### config.mk
export PLATFORM = sky130hd
export DESIGN_NAME = instr_encoder
export DESIGN_NICKNAME = d
export VERILOG_FILES = /design/src/rtl/instr_pkg.sv /design/src/rtl/instr_field_pack.sv /design/src/rtl/instr_encoder.sv
export SDC_FILE = /design/constraint.sdc
export NUM_CORES = 1
export LEC_CHECK = 0
export CAP_MARGIN = 20
export CORE_ASPECT_RATIO = 0.6
export CORE_MARGIN = 2
export CORE_UTILIZATION = 45
export CTS_BUF_LIST = sky130_fd_sc_hd__clkbuf_8
export DETAILED_ROUTE_END_ITERATION = 10
export GPL_TIMING_DRIVEN = 0
export PLACE_DENSITY = 0.88
export SYNTH_ARGS = -nofsm -noshare
export SYNTH_HDL_FRONTEND = slang
export SYNTH_SLANG_ARGS = --single-unit
### constraint.sdc
create_clock -name clk -period 5.6 [get_ports clk]
set_input_delay 1.12 -clock clk [delete_from_list [all_inputs] [get_ports clk]]
set_output_delay 1.12 -clock clk [all_outputs]
set_load 0.05 [all_outputs]
### src/rtl/instr_pkg.sv
// Shared types and constants for the instruction encoder.
// Kind codes, MIPS opcode/funct values and the FSM state enum.
package instr_pkg;

  typedef enum logic [3:0] {
    K_NOP     = 4'd0,
    K_ADDU    = 4'd1,
    K_SUBU    = 4'd2,
    K_OR      = 4'd3,
    K_ORI     = 4'd4,
    K_LUI     = 4'd5,
    K_LW      = 4'd6,
    K_SW      = 4'd7,
    K_BEQ     = 4'd8,
    K_J       = 4'd9,
    K_JAL     = 4'd10,
    K_JR      = 4'd11,
    K_BNEZALC = 4'd12
  } kind_e;

  typedef enum logic [1:0] {
    S_RUN  = 2'd0,
    S_TERM = 2'd1,
    S_DONE = 2'd2
  } state_e;

  localparam logic [5:0] OP_RTYPE  = 6'b000000;
  localparam logic [5:0] OP_REGIMM = 6'b000001;
  localparam logic [5:0] OP_J      = 6'b000010;
  localparam logic [5:0] OP_JAL    = 6'b000011;
  localparam logic [5:0] OP_BEQ    = 6'b000100;
  localparam logic [5:0] OP_ORI    = 6'b001101;
  localparam logic [5:0] OP_LUI    = 6'b001111;
  localparam logic [5:0] OP_LW     = 6'b100011;
  localparam logic [5:0] OP_SW     = 6'b101011;

  localparam logic [5:0] FN_ADDU = 6'b100001;
  localparam logic [5:0] FN_SUBU = 6'b100011;
  localparam logic [5:0] FN_OR   = 6'b100101;
  localparam logic [5:0] FN_JR   = 6'b001000;

  localparam logic [4:0]  BNEZALC_RT = 5'b10011;
  // beq $0,$0,-1: the CPU spins here once the program ends
  localparam logic [31:0] TERM_WORD  = 32'h1000_FFFF;

  function automatic logic [31:0] enc_r(
    input logic [4:0] rs,
    input logic [4:0] rt,
    input logic [4:0] rd,
    input logic [5:0] fn
  );
    return {OP_RTYPE, rs, rt, rd, 5'd0, fn};
  endfunction

  function automatic logic [31:0] enc_i(
    input logic [5:0]  op,
    input logic [4:0]  rs,
    input logic [4:0]  rt,
    input logic [15:0] imm
  );
    return {op, rs, rt, imm};
  endfunction

  function automatic logic [31:0] enc_j(
    input logic [5:0]  op,
    input logic [25:0] tg
  );
    return {op, tg};
  endfunction

endpackage

### src/rtl/instr_field_pack.sv
// Combinational field packer: kind plus register/immediate fields
// to a 32-bit machine word and a legal flag.
module instr_field_pack
  import instr_pkg::*;
(
  input  logic [3:0]  kind,
  input  logic [4:0]  rs,
  input  logic [4:0]  rt,
  input  logic [4:0]  rd,
  input  logic [15:0] imm,
  input  logic [25:0] target,
  output logic [31:0] word,
  output logic        legal
);

  always_comb begin
    word  = '0;
    legal = 1'b1;
    unique case (kind)
      K_NOP:     word = '0;
      K_ADDU:    word = enc_r(rs, rt, rd, FN_ADDU);
      K_SUBU:    word = enc_r(rs, rt, rd, FN_SUBU);
      K_OR:      word = enc_r(rs, rt, rd, FN_OR);
      K_JR:      word = enc_r(rs, 5'd0, 5'd0, FN_JR);
      K_ORI:     word = enc_i(OP_ORI, rs, rt, imm);
      K_LUI:     word = enc_i(OP_LUI, 5'd0, rt, imm);
      K_LW:      word = enc_i(OP_LW, rs, rt, imm);
      K_SW:      word = enc_i(OP_SW, rs, rt, imm);
      K_BEQ:     word = enc_i(OP_BEQ, rs, rt, imm);
      K_J:       word = enc_j(OP_J, target);
      K_JAL:     word = enc_j(OP_JAL, target);
      K_BNEZALC: word = enc_i(OP_REGIMM, rs, BNEZALC_RT, imm);
      default:   legal = 1'b0;
    endcase
  end

endmodule

### src/rtl/instr_encoder.sv
// Streams encoded instructions into the IM load port and
// appends a self-loop terminator on request.
module instr_encoder
  import instr_pkg::*;
#(
  parameter int          DEPTH  = 1024,
  parameter int          ADDR_W = 10,
  parameter logic [31:0] BASE   = 32'h0000_3000
) (
  input  logic              clk,
  input  logic              reset,
  input  logic              clear,
  input  logic              in_valid,
  output logic              in_ready,
  input  logic [3:0]        kind,
  input  logic [4:0]        rs,
  input  logic [4:0]        rt,
  input  logic [4:0]        rd,
  input  logic [15:0]       imm,
  input  logic [25:0]       target,
  input  logic              finish,
  output logic              im_we,
  output logic [ADDR_W-1:0] im_addr,
  output logic [31:0]       im_wdata,
  output logic [31:0]       pc,
  output logic [ADDR_W:0]   count,
  output logic              full,
  output logic              err,
  output logic              done
);

  localparam logic [ADDR_W:0] LAST = (ADDR_W+1)'(DEPTH - 1);
  localparam logic [ADDR_W:0] CAP  = (ADDR_W+1)'(DEPTH);

  state_e              r_state;
  state_e              w_next;
  logic                r_tw;
  logic [ADDR_W:0]     r_count;
  logic                r_we;
  logic                r_err;
  logic [ADDR_W-1:0]   r_addr;
  logic [31:0]         r_wdata;

  logic [31:0]         w_word;
  logic                w_legal;
  logic                w_full;
  logic                w_hs;
  logic                w_term_wr;

  instr_field_pack u_pack (
    .kind   (kind),
    .rs     (rs),
    .rt     (rt),
    .rd     (rd),
    .imm    (imm),
    .target (target),
    .word   (w_word),
    .legal  (w_legal)
  );

  assign w_full    = r_count >= LAST;
  assign in_ready  = (r_state == S_RUN) && !w_full;
  assign w_hs      = in_valid && in_ready;
  // r_tw marks the terminator as issued; TERM lasts until it is visible
  assign w_term_wr = (r_state == S_TERM) && !r_tw && (r_count < CAP);

  always_comb begin
    w_next = r_state;
    unique case (r_state)
      S_RUN:   if (finish) w_next = S_TERM;
      S_TERM:  if (r_tw) w_next = S_DONE;
      S_DONE:  w_next = S_DONE;
      default: w_next = S_RUN;
    endcase
  end

  always_ff @(posedge clk) begin
    if (reset) begin
      r_state <= S_RUN;
      r_tw    <= 1'b0;
      r_count <= '0;
      r_we    <= 1'b0;
      r_addr  <= '0;
      r_wdata <= '0;
      r_err   <= 1'b0;
    end else if (clear) begin
      r_state <= S_RUN;
      r_tw    <= 1'b0;
      r_count <= '0;
      r_we    <= 1'b0;
      r_err   <= 1'b0;
    end else begin
      r_state <= w_next;
      r_tw    <= (r_state == S_TERM);
      r_we    <= 1'b0;
      r_err   <= w_hs && !w_legal;
      if (w_hs && w_legal) begin
        r_we    <= 1'b1;
        r_addr  <= r_count[ADDR_W-1:0];
        r_wdata <= w_word;
        r_count <= r_count + 1'b1;
      end else if (w_term_wr) begin
        r_we    <= 1'b1;
        r_addr  <= r_count[ADDR_W-1:0];
        r_wdata <= TERM_WORD;
        r_count <= r_count + 1'b1;
      end
    end
  end

  assign im_we    = r_we;
  assign im_addr  = r_addr;
  assign im_wdata = r_wdata;
  assign count    = r_count;
  assign full     = w_full;
  assign err      = r_err;
  assign done     = (r_state == S_DONE);
  assign pc       = BASE + (32'(r_count) << 2);

endmodule

### Word level (Yosys, flattened, before mapping)

Index checks and enable logic that the tools add are counted.

| word-level totals | value |
|---|---|
| bits in registers | 58 |
| input port bits | 66 |
| output and inout bits | 90 |
| word-level logic and storage cells | 57 |

| cells by class | value |
|---|---|
| add/subtract/negate cells | 2 |
| order comparisons | 2 |
| equal/unequal tests | 16 |
| mux-type cells | 13 |
| bitwise operators | 1 |
| reduce and logical (&&, ||, !) cells | 16 |

Operator list:

| operator | count |
|---|---|
| $pmux 32 s12 | 1 |
| $mux 32 | 2 |
| $mux 11 | 2 |
| $eq 4x4->1 const B | 5 |
| $mux 10 | 2 |
| $eq 4x3->1 const B | 4 |
| $add 14x13->15 const A | 1 |
| $reduce_or 13->1 | 1 |
| $add 11x1->11 const B | 1 |
| $ge 11x10->1 const B | 1 |
| $lt 11x11->1 const B | 1 |
| $eq 4x2->1 const B | 2 |
| $logic_and 1x1->1 | 6 |
| $pmux 2 s3 | 1 |
| $eq 4x1->1 const B | 1 |
| $logic_not 4->1 | 1 |
| $mux 2 | 2 |
| $ne 2x2->1 const B | 2 |
| $reduce_and 2->1 | 2 |
| $logic_not 1->1 | 3 |
| $mux 1 | 3 |
| $eq 2x1->1 const B | 1 |
| $eq 2x2->1 const B | 1 |
| $logic_not 2->1 | 1 |
| other kinds (3) | 3 |

### Logic depth before layout (Yosys ltp)

| depth | value |
|---|---|
| depth after elaboration | 7 |
| gate-level depth with buffers | 9 |

### Cells and area by module

A second synthesis with hierarchy kept.

| second synthesis, totals | value |
|---|---|
| cells, all modules | 428 |
| area, all modules | 3428.3 µm² |

Modules (own cells, without submodules):

| module | instances | cells each | area an instance (µm²) | seq. area each (µm²) |
|---|---|---|---|---|
| instr_encoder | 1 | 323 | 2667.6 | 1161.1 |
| instr_field_pack | 1 | 105 | 760.7 | 0.0 |

### Worst setup path before layout

Ideal clock, no wire load.

| timing path | value |
|---|---|
| path kind | reg2out |
| start | register r_count[0], in the netlist count[0] |
| end | output full |
| data arrival time | 2375 ps |
| required time | 4480 ps |
| setup slack | 2105 ps |
| stages on the path, launching flop included | 4 |
| buffers on the path | 0 |
| cell sequence | dfxtp_1 > ha_1 > a21oi_1 > o31ai_1 |

| between the ends | value |
|---|---|
| longest elaborated chain between the ends | 1 |

Ends and longest elaborated chain:

| element | RTL line | text |
|---|---|---|
| from (decl) | instr_encoder.sv:38 | `logic [ADDR_W:0] r_count;` |
| from (signal assigned) | instr_encoder.sv:101 | `r_count <= r_count + 1'b1;` |
| from (signal assigned) | instr_encoder.sv:106 | `r_count <= r_count + 1'b1;` |
| $ge 11x10->1 | instr_encoder.sv:61 | `assign w_full = r_count >= LAST;` |
| to (decl) | instr_encoder.sv:27 | `output logic full,` |

No other way between the ends.

### Final worst setup path

| timing path | value |
|---|---|
| start | register r_count[2], in the netlist count[2] |
| end | output in_ready |

| between the ends | value |
|---|---|
| longest elaborated chain between the ends | 3 |

Ends and longest elaborated chain:

| element | RTL line | text |
|---|---|---|
| $ge 11x10->1 | instr_encoder.sv:61 |  |
| $logic_not 1->1 | instr_encoder.sv:62 | `assign in_ready = (r_state == S_RUN) && !w_full;` |
| $logic_and 1x1->1 | instr_encoder.sv:62 |  |
| to (decl) | instr_encoder.sv:14 | `output logic in_ready,` |

No other way between the ends.

==> results.txt <==
The run finished, with violations left. The final reports fail on DRC. For this run the aggregate overflow at the end of global routing stands at 0. In the final routed layout, each cell accounts on average for 17.1 um.

The tools report the count of instances resized after the clock tree is built as 0. The tools report the endpoint type of the worst setup path as an output pin. The most common flop cell mapped by yosys was sky130_fd_sc_hd__dfxtp_1. The total length of routed wires is 11000 um, and the via density per instance is 5.65. Along the worst path, the maximum fanout reaches 9. The register area share after synthesis was 0.356. The floorplan die height was 69.4 um; the count of flip-flops with a built-in enable after synthesis was 0.

Compared with the post-synthesis result, the final layout area differs by 52.9%. Setup repair after global routing left no endpoint under its margin. STA puts the critical path data required time at 4.48 ns.

Detailed placement finished with a half-perimeter wire length of 8400 um. Violation count after the first detailed-routing iteration: 468. For hold timing, the worst endpoint is im_addr[6]. Clock tree synthesis inserted a total of 9 buffers.

For the maximum resistive drop on vdd, the log shows 0.116 mV. Path class of the lowest-slack min-delay path: flop to flop. The analysis attributes to cell leakage a power of 1.85 nW. Dividing total power by cell area gives a power density of 234 nW/um2. The yosys synthesis warning count is 0.

The tools report the reg-to-reg critical path startpoint as count[2]. The measured slew at the worst slew-check pin is 0.924 ns, and the number of post-CTS setup repair buffers is 0. In this run the number of H-tree levels came out at 3. The tightest slew margin relative to the limit was 0.379.

For the count of antenna-violating nets left after detailed routing, the log shows 0. The worst setup path is of the flop to output pin kind. For the effective utilization at floorplan, the log shows 0.472. The horizontal extent of the die came out at 113 um. The share of the clock period used by the worst path was 0.672; the worst reg-to-reg path cell count was 7. After synthesis the cells add up to 3210 um2. The completed layout was analyzed and its total power is 1.15 mW. The delay of the slowest cell on the worst path was 0.70 ns. Dividing the synthesized area by the synthesized cell count gives 8.24 um2. The startpoint identified for the worst hold timing path is im_addr[6]. Total routing usage reported by global routing: 0.275. After clock tree synthesis, the flow added hold-fix buffers numbering 0.

Number of max-slew violations in the final report: 0. The number of vias after detailed routing was 3626. Across all register-to-register paths, the minimum setup slack is 3.40 ns. For this design, the sink count on the clock tree is 57. In this run the core area contains 23 standard-cell rows.

For the final number of hold-violating endpoints, the log shows 0. The number of top-level pins was 156. The run gives 12 as the count of unresolved DRC violations after routing. The run gives 389 as the instance count of the mapped netlist.

Walking the worst path, the cells encountered are nand4_1 -> or3_1 -> buf_2 -> and3_1 -> clkdlybuf4s50_1. Number of global-route vias before repair: 3354. STA classifies the critical path startpoint as a flop.

The run gives 0 as the final count of negative-setup-slack endpoints. The run gives 0.891 as the routability congestion estimate. For the final routed database, the setup TNS stands at 0 ns.

The proportion of register bits with asynchronous set or reset after synthesis is 0. The slowest stage of the critical path is the sky130_fd_sc_hd__clkdlybuf4s50_1 cell. No sink is reached through more buffers than the 2 on the longest clock path. After clock tree synthesis, the clock-pin slew on the worst setup and hold paths is 0.07 ns.

Data arrives at the worst endpoint at 2.64 ns. Max-cap violations in this run came to 0. The tree is rooted in a sky130_fd_sc_hd__clkbuf_8. The die covers 7840 um2. Counting flops and latches in the post-synthesis netlist gives 57.

After the last flow step, the layout net total stands at 621. After synthesis, the netlist uses 56 different library cells. The tools report the worst clock skew on the final layout as 0.00551 ns. The ratio of cells with drive above 1 in the final layout came out at 0.137. The tools report the maximum number of pins on one net before global-route repair as 12. The number of stages on the worst hold path was 2; the global-route wire length before repair was 17200 um. The layout has 535 filler cells.

Endpoint of the lowest-slack register-to-register path: count[4]. 0 antenna diodes ended up in the layout. The quantity of I/O buffers inserted on ports was 131; the total core area was 6790 um2. TritonCTS built the clock tree. Static timing analysis puts the maximum clock frequency at 0.266 GHz. The logs give 0 for the initial antenna violation count and 11 for the number of detailed-route iterations in the first pass. The final period demand of the worst path came out at 3.76 ns. The tools report the insertion delay to the later sink of the worst-skew pair as 0.35 ns.
-- cells in the mapped netlist, drive strengths merged, types with 4 or more instances --
cell,count,share of area
or3,6,0.012
or4,4,0.0094
a222oi,5,0.016
a22oi,5,0.012
a22o,5,0.014
o21ai,19,0.030
clkbuf,10,0.012
a21oi,31,0.055
nor3,15,0.025
nor2,33,0.039
buf,49,0.11
dfxtp,57,0.36
mux2i,5,0.016
o31ai,13,0.030
nand3,7,0.011
o32ai,5,0.016
nand2,41,0.048
inv,13,0.015
a221oi,11,0.030
nand3b,11,0.026
a211oi,7,0.016
ha,5,0.020
-- final cells by class --
cell class	count	area, um2	area share
Clock inverter	6	66.3	0.0135
Multi-Input combinational cell	278	1690	0.345
Sequential cell	57	1140	0.233
Inverter	14	52.6	0.0107
Tap cell	87	109	0.0222
Clock buffer	10	138	0.0281
Timing Repair Buffer	131	1310	0.268
Buffer	59	394	0.0804
-- logic make-up after synthesis --
kind of cell / count (synthesis) / share of synthesized area
adders and majority gates: 6 / 0.0226
buffers and inverters: 73 / 0.139
muxes: 5 / 0.0156
DFF: 57 / 0.356
and+or+nand+nor: 129 / 0.201
xor gates and xnor gates: 2 / 0.00547
other: 1 / 0.00117
AOI/OAI and AO/OA: 116 / 0.258
-- routing by layer --
| metal | vias up | global-route usage | part of all wire | routed length, um |
|---|---|---|---|---|
| met2 | 210 | 0.409 | 0.44 | 4850 |
| met1 | 1700 | 0.375 | 0.43 | 4700 |
| met5 | - | 0 | 0 | 0 |
| li1 | 1698 | - | - | - |
| met3 | 18 | 0.0997 | 0.12 | 1320 |
| met4 | 0 | 0.0772 | 0.011 | 116 |
-- flip-flops by register name, summed over array words and instances, names as in the netlist --
signal,count
count,11
err,1
im_addr,10
im_wdata,31
im_we,1
r_state,2
r_tw,1
-- cell usage in the layout, fill, tap and decap left out, types with 6 or more instances in the layout --
cell type                         count
sky130_fd_sc_hd__or3_1                6
sky130_fd_sc_hd__nor3_1              14
sky130_fd_sc_hd__a21oi_1             27
sky130_fd_sc_hd__buf_4               35
sky130_fd_sc_hd__buf_2                9
sky130_fd_sc_hd__inv_1               12
sky130_fd_sc_hd__nand3_1              7
sky130_fd_sc_hd__nor2_1              33
sky130_fd_sc_hd__nand3b_1            11
sky130_fd_sc_hd__clkbuf_1            10
sky130_fd_sc_hd__clkbuf_8            10
sky130_fd_sc_hd__a221oi_1            11
sky130_fd_sc_hd__o31ai_1             13
sky130_fd_sc_hd__a211oi_1             7
sky130_fd_sc_hd__nand2_1             41
sky130_fd_sc_hd__o21ai_0             19
sky130_fd_sc_hd__dfxtp_1             57
sky130_fd_sc_hd__conb_1              20
sky130_fd_sc_hd__clkdlybuf4s50_1    131
-- through the flow --
step	cells	hold WS (ns)	utilization	cell area, um2	setup slack (ns)
floorplan	408	0.487	-	3280	2.11
detailed placement	626	0.455	0.692	4700	2.28
global route	642	0.485	0.722	4900	1.79
CTS	642	0.465	0.722	4900	1.88
finish	642	0.460	0.722	4900	1.84
global placement	626	0.443	0.692	4700	2.31
-- worst max-delay path, delay by kind of cell (launching register included) --
kind	cells	cell delay, ns
flops	1	0.54
simple gates	3	0.87
buf+inv	2	0.88
-- power by group --
part	switching [mW]	leakage [nW]	internal [mW]
clock	0.182	0.0949	0.218
sequential	0.00991	0.463	0.421
combinational	0.194	1.30	0.122
total	0.385	1.85	0.761
-- worst max path at each step --
stage	cells after the start	start	slack, ns	end
final	5	count[2]	1.84	in_ready
after detailed placement	5	count[2]	2.28	in_ready
after global placement	5	count[2]	2.31	in_ready
after CTS	6	count[0]	1.88	in_ready
after floorplan	3	count[0]	2.11	full
after global routing	5	count[2]	1.79	in_ready
Note: power is estimated with default switching activity, not from simulation.
==> edit: new RTL, config.mk and constraints unchanged <==
Register the output `count` once more, with the module's reset; this adds one clock of latency there. The other outputs are not delayed to match.
--- a/src/rtl/instr_encoder.sv
+++ b/src/rtl/instr_encoder.sv
@@ -113,3 +113,9 @@
   assign im_wdata = r_wdata;
-  assign count    = r_count;
+  always_ff @(posedge clk) begin
+    if (reset) begin
+      count <= '0;
+    end else begin
+      count <= r_count;
+    end
+  end
   assign full     = w_full;
Formal check against the unedited RTL: not equivalent (a bounded check fails within 4 cycles, from zero or initial values and one cycle with reset high).
==> edit against the original RTL <==
Die area rose by 16%; count of clock-buffer cells in the layout shrank 1; worst hold slack improved by 0.0053 ns; synthesized area rose by 17%; clock power up 33%; total power rose by 21%; largest power group is now clock; design area up 13%; via count grew 14%; worst setup slack worse by 0.060 ns; sequential cell count is 11 higher; routed wire length is 17% higher; sequential power increased by 19%.
==> edit: results <==
{
  "synth_common_cells": "68 x dfxtp_1, 46 x nor2_1, 39 x nand2_1, 29 x a21oi_1, 24 x buf_4",
  "wl_per_cell_um": 17.47,
  "async_flop_share_pct": 0,
  "peakVddDrop_v": 0.0002331,
  "ys.flop_type": "dfxtp_1",
  "nets": 692,
  "status": "finished clean",
  "cts_inserted_buffers": 9,
  "leakagePower_nw": 2.074,
  "r2r_cells": 7,
  "grt_pass1_vias": 3859,
  "drt_first_pass_iters": 6,
  "n_antenna_cell": 0,
  "worst_pin_slew_ns": 0.8627,
  "critPathTopFamily": "buffers and inverters",
  "slowest_delay_ns": 0.80,
  "antenna_found_initial": 0,
  "clk_pin_slew_ns": 0.07,
  "synth-adder-area-share_pct": 2.477,
  "gp_congestion": 0.9818,
  "synth.area.mux_share_pct": 3.012,
  "track_usage_pct": 27.67,
  "numPortBuffers": 134,
  "via_per_inst": 5.623,
  "placed_area_mm2": 0.005286,
  "ys_seq_area_share_pct": 36.41,
  "hpwl_um": 9790,
  "root_buffer": "clkbuf_8",
  "p_int_w": 0.0009729,
  "fillers": 637,
  "use_met3_pct": 9.816,
  "crit_path_max_fanout": 8,
  "clock_latency_ns": 0.35,
  "drive_gt1_share_pct": 9.585,
  "arrival_ns": 2.70,
  "drt_iter0_drc": 346,
  "grt.met2_usage_pct": 42.13,
  "synth-compound-area-share_pct": 18.94,
  "yosys.cell_types.count": 60,
  "synthTopCellsByArea": "dfxtp_1 36%, buf_4 4.8%, nor2_1 4.6%, nand2_1 3.9%, a21oi_1 3.9%",
  "use_met1_pct": 37.23,
  "grt_pass1_wl_um": 19220,
  "crit_path_top_delay_cell": "clkdlybuf4s50_1",
  "grt_max_degree": 13,
  "synth-xor-area-share_pct": 1.171,
  "finalClockSkew_ns": 0.009294
}
edit: cell count changes after synthesis, sizes merged, moves of 9 or more:
cell and delta:
buf -14, o2bb2ai +10, dfxtp +11, nor2b +20
nor3b +13, clkbuf +10, a221oi -10, o31ai -11
nor2 +13, nand3 +9
edit: power by group through the flow:
stage	Clock, W	Combinational (W)	Sequential (W)
floorplan	0	0.000158	0.000578
global placement	0	0.000328	0.000523
detailed placement	0	0.000336	0.000523
CTS	0.000538	0.000337	0.000512
global route	0.000557	0.000361	0.000514
finish	0.000532	0.000343	0.000513
edit: kinds of logic (layout without fill, tap and decap cells):
kind of cell	count (synthesis)	in the layout
fa+ha+maj	8	8
mux	11	11
buf+inv	66	216
simple gates	199	199
other cells	1	20
flops	68	68
xor+xnor	5	5
compound gates	99	99
edit: worst paths after layout:
check	end	slack [ns]	start
max reg2reg	im_wdata[13]$_SDFFE_PP0P_	3.18	r_count[0]$_SDFFE_PP0P_
max	in_ready	1.78	r_count[0]$_SDFFE_PP0P_
min	im_addr[8]$_SDFFE_PP0P_	0.46	im_addr[8]$_SDFFE_PP0P_
min reg2reg	im_addr[8]$_SDFFE_PP0P_	0.46	im_addr[8]$_SDFFE_PP0P_
edit: stage by stage:
stage          setup slack (ns)  util, %  instances  hold WS, ns
5_1_grt                   1.683    69.57        734       0.4882
3_5_place_dp              2.159    66.27        718       0.4466
2_1_floorplan             2.176        -        476       0.4871
4_1_cts                   1.792    69.57        734       0.4652
3_3_place_gp              2.226    66.27        718       0.4451
6_report                  1.780    69.57        734       0.4649
edit: cell type report:
cell class                      count  area (um^2)  share of cell area (%)
Buffer                             55        312.8                   5.637
Clock buffer                        9        123.9                   2.232
Clock inverter                      7        138.9                   2.503
Timing Repair Buffer              134         1341                   24.17
Tap cell                          108        135.1                   2.435
Inverter                           11        41.29                  0.7441
Multi-Input combinational cell    342         2095                   37.75
Sequential cell                    68         1361                   24.53
edit: worst register-to-register path, delay by kind of cell, from the launching register on:
kind,cells,cell delay [ns]
AO/OA/AOI/OAI,2,0.44
buffers and inverters,1,0.29
AND/OR/NAND/NOR,3,0.85
adder cells (fa/ha/maj),1,0.28
flip-flops,1,0.43
edit: layer usage:
layer | vias up | part of all wire (%)
met5 | - | 0
met4 | 0 | 1.1
met3 | 20 | 12
met2 | 245 | 42
met1 | 1951 | 45
li1 | 1911 | -
